$ cat config.mk
export PLATFORM = sky130hd
export DESIGN_NAME = wired_reduce_accum
export DESIGN_NICKNAME = d
export VERILOG_FILES = /design/src/rtl/wired_reduce_pkg.sv /design/src/rtl/wired_reduce_comb.sv /design/src/rtl/wired_reduce_accum.sv
export SDC_FILE = /design/constraint.sdc
export NUM_CORES = 1
export LEC_CHECK = 0
export BUFFER_PORTS_ARGS = -buffer_cell sky130_fd_sc_hd__buf_2
export CAP_MARGIN = 0
export CORE_ASPECT_RATIO = 0.75
export CORE_MARGIN = 5
export CORE_UTILIZATION = 30
export DETAILED_ROUTE_END_ITERATION = 6
export PLACE_DENSITY = 0.53
export SLEW_MARGIN = 25
export SYNTH_ARGS = -nofsm -noshare
export SYNTH_HDL_FRONTEND = slang
export SYNTH_SLANG_ARGS = --single-unit
$ cat constraint.sdc
create_clock -name clk -period 4.4 [get_ports clk]
set_input_delay 0.88 -clock clk [delete_from_list [all_inputs] [get_ports clk]]
set_output_delay 0.88 -clock clk [all_outputs]
set_load 0.01 [all_outputs]
$ cat src/rtl/wired_reduce_pkg.sv
// Shared types for the wired reduce/accumulate block: reduction modes,
// controller states and the per-mode identity value.
package wired_reduce_pkg;

  typedef enum logic [1:0] {
    MODE_OR  = 2'b00,
    MODE_AND = 2'b01,
    MODE_AOR = 2'b10,
    MODE_XOR = 2'b11
  } mode_e;

  typedef enum logic [1:0] {
    IDLE  = 2'd0,
    ACCUM = 2'd1,
    HOLD  = 2'd2
  } state_e;

  // Identity is all-ones only for AND; every other mode idles at zero.
  function automatic logic ident_ones(input logic [1:0] mode);
    return (mode == MODE_AND);
  endfunction

endpackage

$ cat src/rtl/wired_reduce_comb.sv
// Combinational per-beat reduction of the enabled channels with the
// selected wired function. Disabled channels contribute the mode identity.
module wired_reduce_comb
  import wired_reduce_pkg::*;
#(
  parameter int NCH = 4,
  parameter int W   = 8
) (
  input  logic [NCH*W-1:0] data_i,
  input  logic [NCH-1:0]   en_i,
  input  logic [1:0]       mode_i,
  output logic [W-1:0]     red_o
);

  always_comb begin
    red_o = {W{ident_ones(mode_i)}};
    case (mode_i)
      MODE_OR: begin
        for (int i = 0; i < NCH; i++) begin
          if (en_i[i]) red_o = red_o | data_i[i*W +: W];
        end
      end
      MODE_AND: begin
        for (int i = 0; i < NCH; i++) begin
          if (en_i[i]) red_o = red_o & data_i[i*W +: W];
        end
      end
      MODE_AOR: begin
        // A pair only contributes when both of its channels are enabled.
        for (int k = 0; k < NCH / 2; k++) begin
          if (en_i[2*k] && en_i[2*k+1]) begin
            red_o = red_o | (data_i[(2*k)*W +: W] & data_i[(2*k+1)*W +: W]);
          end
        end
      end
      default: begin
        for (int i = 0; i < NCH; i++) begin
          if (en_i[i]) red_o = red_o ^ data_i[i*W +: W];
        end
      end
    endcase
  end

endmodule

$ cat src/rtl/wired_reduce_accum.sv
// Burst accumulator around wired_reduce_comb: folds per-beat reductions over
// a burst of L beats, then holds the result on a valid/ready output.
module wired_reduce_accum
  import wired_reduce_pkg::*;
#(
  parameter int NCH   = 4,
  parameter int W     = 8,
  parameter int LEN_W = 4
) (
  input  logic               clk,
  input  logic               rst_n,
  input  logic               in_valid_i,
  output logic               in_ready_o,
  input  logic [NCH*W-1:0]   in_data_i,
  input  logic [NCH-1:0]     ch_en_i,
  input  logic [1:0]         mode_i,
  input  logic [LEN_W-1:0]   burst_len_i,
  output logic               out_valid_o,
  input  logic               out_ready_i,
  output logic [W-1:0]       out_data_o,
  output logic [LEN_W-1:0]   out_beats_o
);

  state_e           state_q;
  logic [1:0]       mode_q;
  logic [LEN_W-1:0] len_q;
  logic [LEN_W-1:0] cnt_q;
  logic [W-1:0]     acc_q;
  logic             in_ready_q;
  logic             out_valid_q;

  logic [1:0]       red_mode;
  logic [W-1:0]     red;
  logic [W-1:0]     acc_d;
  logic [LEN_W-1:0] cnt_d;
  logic [LEN_W-1:0] len_d;
  logic             accept;

  function automatic logic [W-1:0] combine(input logic [W-1:0] a,
                                           input logic [W-1:0] r,
                                           input logic [1:0]   m);
    case (m)
      MODE_AND: combine = a & r;
      MODE_XOR: combine = a ^ r;
      default:  combine = a | r;
    endcase
  endfunction

  // The first beat reduces with the live mode; later beats use the latched one.
  assign red_mode = (state_q == IDLE) ? mode_i : mode_q;

  wired_reduce_comb #(
    .NCH (NCH),
    .W   (W)
  ) u_comb (
    .data_i (in_data_i),
    .en_i   (ch_en_i),
    .mode_i (red_mode),
    .red_o  (red)
  );

  assign accept = in_valid_i && in_ready_q;
  assign len_d  = (burst_len_i == '0) ? LEN_W'(1) : burst_len_i;
  assign cnt_d  = cnt_q + 1'b1;
  assign acc_d  = (state_q == IDLE) ? red : combine(acc_q, red, mode_q);

  always_ff @(posedge clk or negedge rst_n) begin
    if (!rst_n) begin
      state_q     <= IDLE;
      mode_q      <= MODE_OR;
      len_q       <= '0;
      cnt_q       <= '0;
      acc_q       <= '0;
      in_ready_q  <= 1'b0;
      out_valid_q <= 1'b0;
    end else begin
      case (state_q)
        IDLE: begin
          in_ready_q <= 1'b1;
          if (accept) begin
            mode_q <= mode_i;
            len_q  <= len_d;
            acc_q  <= acc_d;
            cnt_q  <= LEN_W'(1);
            if (len_d == LEN_W'(1)) begin
              state_q     <= HOLD;
              in_ready_q  <= 1'b0;
              out_valid_q <= 1'b1;
            end else begin
              state_q <= ACCUM;
            end
          end
        end
        ACCUM: begin
          if (accept) begin
            acc_q <= acc_d;
            cnt_q <= cnt_d;
            if (cnt_d == len_q) begin
              state_q     <= HOLD;
              in_ready_q  <= 1'b0;
              out_valid_q <= 1'b1;
            end
          end
        end
        HOLD: begin
          if (out_ready_i) begin
            state_q     <= IDLE;
            in_ready_q  <= 1'b1;
            out_valid_q <= 1'b0;
          end
        end
        default: begin
          state_q     <= IDLE;
          in_ready_q  <= 1'b1;
          out_valid_q <= 1'b0;
        end
      endcase
    end
  end

  assign in_ready_o  = in_ready_q;
  assign out_valid_o = out_valid_q;
  assign out_data_o  = acc_q;
  assign out_beats_o = cnt_q;

endmodule

# == After elaboration in Yosys (flattened, before gate mapping) ==
# Cells that the tools add are included.
# classes
n_addsub,1
bitwise,19
n_reduce_logical,15
n_eq_ne,13
mux,50
# ops
op,n
8-bit two-way mux,25
8-bit bitwise AND,7
8-bit bitwise OR,7
8-bit bitwise XOR,5
8-bit one-hot mux with 3 select lines,1
8-bit one-hot mux with 2 select lines,1
2-bit two-way mux,6
4-bit two-way mux,3
1-bit two-way mux,10
2-bit inequality test (second input constant),4
4-bit one-hot mux with 2 select lines,1
2-bit by 1-bit == test with 1-bit output (second input constant),3
2-bit == test (second input constant),3
1-bit one-hot mux with 3 select lines,2
2-bit one-hot mux with 3 select lines,1
3-bit AND reduction,2
5-bit AND reduction,1
4-bit by 1-bit adder with 4-bit output (second input constant),1
4-bit by 1-bit == test with 1-bit output (second input constant),1
4-bit == test,1
2-bit zero test,2
4-bit zero test,1
2-bit AND reduction,2
4-bit AND reduction,1
5 further kinds,7
# word_totals
reg_bits,22
output_inout_bits,14
input_bits,46

# == Depth between registers and ports, before layout ==
# depth
depth_word,18
depth_mapped,17
ltp_nobuf,15

# == By module ==
# From an unflattened synthesis, not the netlist that was laid out.
# unflattened
cells_unflattened,336
hier_area_um2,2706.3
# by_module_without_submodules
mod,n_inst,cells_per_inst,seq_area_each_um2,area_each_um2
wired_reduce_accum,1,167,550.5,1569.0
wired_reduce_comb,1,169,0.0,1137.3

# == Worst setup path after synthesis ==
# Ideal clock, no wire load.
# synth_path
kind,input port to flip-flop
startpoint,input mode_i[0]
endpoint,register acc_q[5] (netlist: out_data_o[5])
path_stages,15
setup_slack_ns,0.972
n_path_buf,0
setup_time_ns,0.126
arrival_time_ns,3.302
cell_sequence,nor4b_2 a31oi_2 inv_1 ha_1 nand2_1 xnor2_1 xnor2_1 nand2_1 o311ai_2 inv_1 ha_1 mux2_2 a21oi_1 nor3_1 a221o_1
# synth_between
elab_chain_cells,17
# synth_lines
item,line,text
from (decl),wired_reduce_accum.sv:16,"input logic [1:0] mode_i,"
2-bit two-way mux *,wired_reduce_accum.sv:50,assign red_mode = (state_q == IDLE) ? mode_i : mode_q;
2-bit by 1-bit == test with 1-bit output,"wired_reduce_pkg.sv:20, wired_reduce_comb.sv:17",
"8-bit bitwise XOR, or another cell as far along",wired_reduce_comb.sv:38,if (en_i[i]) red_o = red_o ^ data_i[i*W +: W];
8-bit two-way mux (on tied branches),"wired_reduce_comb.sv:38, wired_reduce_comb.sv:20, wired_reduce_comb.sv:25",
8-bit two-way mux,wired_reduce_comb.sv:17,case (mode_i)
"8-bit bitwise XOR, or another cell as far along",wired_reduce_comb.sv:38,
8-bit two-way mux (on tied branches),"wired_reduce_comb.sv:38, wired_reduce_comb.sv:20, wired_reduce_comb.sv:25",
8-bit two-way mux,wired_reduce_comb.sv:17,
"8-bit bitwise XOR, or another cell as far along",wired_reduce_comb.sv:38,
8-bit two-way mux (on tied branches),"wired_reduce_comb.sv:38, wired_reduce_comb.sv:20, wired_reduce_comb.sv:25",
8-bit two-way mux,wired_reduce_comb.sv:17,
"8-bit bitwise XOR, or another cell as far along",wired_reduce_comb.sv:38,
8-bit two-way mux (on tied branches),"wired_reduce_comb.sv:38, wired_reduce_comb.sv:20, wired_reduce_comb.sv:25",
8-bit one-hot mux with 3 select lines *,wired_reduce_comb.sv:17,
"8-bit bitwise OR, or another cell as far along",wired_reduce_accum.sv:45,default: combine = a | r;
8-bit one-hot mux with 2 select lines,wired_reduce_accum.sv:42,case (m)
8-bit two-way mux *,wired_reduce_accum.sv:65,"assign acc_d = (state_q == IDLE) ? red : combine(acc_q, red, mode_q);"
to (signal assigned),wired_reduce_accum.sv:73,acc_q <= '0;
to (signal assigned),wired_reduce_accum.sv:83,acc_q <= acc_d;
to (signal assigned),wired_reduce_accum.sv:96,acc_q <= acc_d;
to (decl),wired_reduce_accum.sv:28,logic [W-1:0] acc_q;
# Every way passes the cells marked *; elsewhere a longest branch is shown, timed or not. The select of a mux whose other input is x is not followed.
# A chain may end at the register's enable or synchronous reset.

# == Worst setup path in the final report ==
# layout_path
startpoint,register state_q[1]
endpoint,register acc_q[5] (netlist: out_data_o[5])
# layout_between
elab_chain_cells,18
# layout_lines
item,line,text
from (decl),wired_reduce_accum.sv:24,state_e state_q;
from (signal assigned),wired_reduce_accum.sv:69,state_q <= IDLE;
from (signal assigned),wired_reduce_accum.sv:86,state_q <= HOLD;
from (signal assigned),wired_reduce_accum.sv:90,state_q <= ACCUM;
2-bit zero test,"wired_reduce_accum.sv:50, wired_reduce_accum.sv:65, wired_reduce_accum.sv:77",
2-bit two-way mux,wired_reduce_accum.sv:50,
2-bit by 1-bit == test with 1-bit output,"wired_reduce_pkg.sv:20, wired_reduce_comb.sv:17",
"8-bit bitwise XOR, or another cell as far along",wired_reduce_comb.sv:38,
8-bit two-way mux (on tied branches),"wired_reduce_comb.sv:38, wired_reduce_comb.sv:20, wired_reduce_comb.sv:25",
8-bit two-way mux,wired_reduce_comb.sv:17,
"8-bit bitwise XOR, or another cell as far along",wired_reduce_comb.sv:38,
8-bit two-way mux (on tied branches),"wired_reduce_comb.sv:38, wired_reduce_comb.sv:20, wired_reduce_comb.sv:25",
(+2 left out),-,
8-bit two-way mux (on tied branches),"wired_reduce_comb.sv:38, wired_reduce_comb.sv:20, wired_reduce_comb.sv:25",
8-bit two-way mux,wired_reduce_comb.sv:17,
"8-bit bitwise XOR, or another cell as far along",wired_reduce_comb.sv:38,
8-bit two-way mux (on tied branches),"wired_reduce_comb.sv:38, wired_reduce_comb.sv:20, wired_reduce_comb.sv:25",
8-bit one-hot mux with 3 select lines,wired_reduce_comb.sv:17,
"8-bit bitwise OR, or another cell as far along",wired_reduce_accum.sv:45,
8-bit one-hot mux with 2 select lines,wired_reduce_accum.sv:42,
8-bit two-way mux,wired_reduce_accum.sv:65,
# Parallel ways exist; a longest one is shown, timed or not. The select of a mux whose other input is x is not followed.

==> qor.txt <==
r2r setup slk - 0.91 ns
initial drt markers - 119
setup violators final - 0
largest net degree at the start of global routing - 23
main flop type after synthesis - dfrtp_1
actual slew at the worst max-slew pin - 0.848 ns
FP Rows - 29
crit path max fanout - 12
Post-synth EDFFs - 0
period utilization - 79.3%
Worst Path Required - 4.54 ns
average cell area after synthesis - 7.87 um2
post-synth net total - 406
fin. max-slew vios - 0
Root Driver - clkbuf_16
H-tree levels - 1
via count - 2,602
number of buffers created by CTS - 3
#FFs+latches synth - 22
hold slack - 0.529 ns
Die Y-Extent - 91.2 um
area growth from synthesis to layout - 17.8%
IO Pins - 60
DRT antenna net count - 0
DRC - 0
final layout net count - 457
clock skew - 0.00418 ns
First-pass DRT Iterations - 4
Min-Delay Path Class - reg -> reg
status - complete, no violations
GR Util All Layers - 13.7%
Yosys cell types - 48
Netlist Area Pre-Place - 0.00264 mm2
Max VDD drop - 210 uV
dpl hpwl - 5830 um
Clk Latency, worst-skew pair - 0.26 ns
initial antenna violation count - 0
RSZ-0062 raised after global routing - false
most common cell after layout, fill and taps aside - nand2_1
Leak - 1.40 nW
PD cells - 623 mW/mm2
Max clock buf depth - 2
Die W - 118 um
ys async rst share - 100%
core footprint - 0.00853 mm2
grt total ovfl - 0
Fin. Hold Viols - 0
PostCTS Resize Cnt - 0
Critical Path AT - 3.64 ns
RePlAce Congestion - 0.863
first-pass GRT wire length - 12,500 um
ant diodes - 0
Synth Warn # - 0
sequential fraction of the synthesis area - 20.9%
Fmax achieved - 286 MHz
Clock transition at path regs - 0.06 ns
Final min period - 3.49 ns
vias in the first global route - 2,562
CP Capture Type - register
CTS tree - built
Setup Buffers After CTS - 0
cts hold-fix bufs - 0
cells after synthesis - 335
DR WL/cell - 15.6 um
Initial Utilization - 30.9%
setup_tns - 0 ns
Setup crit start kind - register
share of post-route cells with drive strength above 1 - 24.7%
IO buf count - 59
number of max-cap violations - 0
most frequent cells in the layout - nand2_1 (66), buf_2 (59), inv_1 (25), xnor2_1 (25), ha_1 (25)
Total Die Area - 0.0108 mm2
Routed WL - 7710 um
routed vias/inst - 5.28
slew margin rel. - 43.3%
Sink Count - 22
Critical Setup Path Class - reg -> reg
==> worst paths after layout <==
check,start,to,cells past startpoint
worst max-delay path,state_q[1]$_DFFE_PN0P_,out_data_o[5]$_DFFE_PN0P_,15
worst min-delay path,out_valid_o$_DFFE_PN0P_,out_valid_o$_DFFE_PN0P_,1
worst max register to register,state_q[1]$_DFFE_PN0P_,out_data_o[5]$_DFFE_PN0P_,15
worst min register to register,out_valid_o$_DFFE_PN0P_,out_valid_o$_DFFE_PN0P_,1
max in group asynchronous,rst_n,out_data_o[0]$_DFFE_PN0P_,1
min in group asynchronous,rst_n,in_ready_o$_DFFE_PN0P_,1
==> worst max-delay path, cell delays in order, from the launching register on <==
cell	delay [ns]
dfrtp_1	0.53
or2_1	0.41
a31oi_2	0.24
inv_1	0.19
ha_1	0.33
nand2_1	0.06
xnor2_1	0.19
xnor2_1	0.14
nand2_1	0.08
o311ai_2	0.13
inv_1	0.08
ha_1	0.27
mux2_2	0.26
a21oi_1	0.14
nor3_1	0.06
a221o_1	0.27
==> metal layers <==
layer | track usage, % | vias to the layer above | wire length, um
li1 | - | 1310 | -
met1 | 19.7 | 1229 | 3720
met2 | 22.4 | 59 | 3590
met3 | 1.80 | 4 | 348
met4 | 2.10 | 0 | 48
met5 | 0 | - | 0
==> cell usage after synthesis, types with 2 or more instances <==
master	number	area share, %
o211ai_1	3	0.85
a221o_1	2	0.76
xnor2_1	25	8.3
clkbuf_1	9	1.3
mux2i_1	2	0.76
nor3_1	6	1.1
a21oi_1	24	4.6
mux2_2	12	5.1
a32oi_1	2	0.66
nor2_1	11	1.6
o21a_1	2	0.57
o22ai_1	23	5.5
o21ai_0	14	2.7
o31ai_1	3	0.85
xor2_1	5	1.7
dfrtp_1	22	21
buf_6	3	1.3
o22a_1	2	0.66
a32oi_2	3	1.9
buf_2	4	0.76
nand3_1	4	0.76
a31oi_1	2	0.47
inv_1	25	3.6
nand2_1	66	9.4
a22o_1	2	0.66
or3_1	6	1.4
nand4_1	8	1.9
ha_1	25	12
==> layout make-up <==
cell class / count / area [um2]
Clock buffer: 3 / 75.1
Tap cell: 108 / 135
Multi-Input combinational cell: 272 / 1900
Inverter: 25 / 93.8
Sequential cell: 22 / 551
Clock inverter: 1 / 30.0
Fill cell: 877 / 5420
Timing Repair Buffer: 62 / 318
==> flip-flops by register name, summed over array words and instances, names as in the netlist <==
| signal | count |
|---|---|
| in_ready_o | 1 |
| len_q | 4 |
| out_valid_o | 1 |
| out_data_o | 8 |
| state_q | 2 |
| out_beats_o | 4 |
| mode_q | 2 |
==> power by group <==
group	internal, mW	leakage [nW]	switching [mW]	total [mW]
clock network	0.181	0.0511	0.0777	0.259
logic	0.582	1.10	0.686	1.27
registers	0.297	0.251	0.112	0.409
==> per-stage QoR <==
step / power, mW / cell area (um2) / worst slack [ns] / std cells / utilization [%]
after floorplan: 1.37 / 2640 / 0.972 / 335 / -
after global placement: 1.66 / 3000 / 0.740 / 489 / 35.2
after detailed placement: 1.69 / 3000 / 0.651 / 489 / 35.2
after CTS: 1.96 / 3110 / 0.904 / 493 / 36.4
after global routing: 2.14 / 3110 / 0.571 / 493 / 36.4
final: 1.94 / 3110 / 0.909 / 493 / 36.4
==> cells by family (layout without fill, tap and decap cells) <==
family	after synthesis	in the layout	synth area share [%]
and+or+nand+nor	108	108	18.6
AOI/OAI and AO/OA	93	93	24.9
buffers and inverters	41	91	6.88
xor gates and xnor gates	30	30	9.97
adders and majority gates	25	25	11.9
DFF	22	22	20.9
muxes	16	16	6.98
Power figures use the tool's default switching activity.
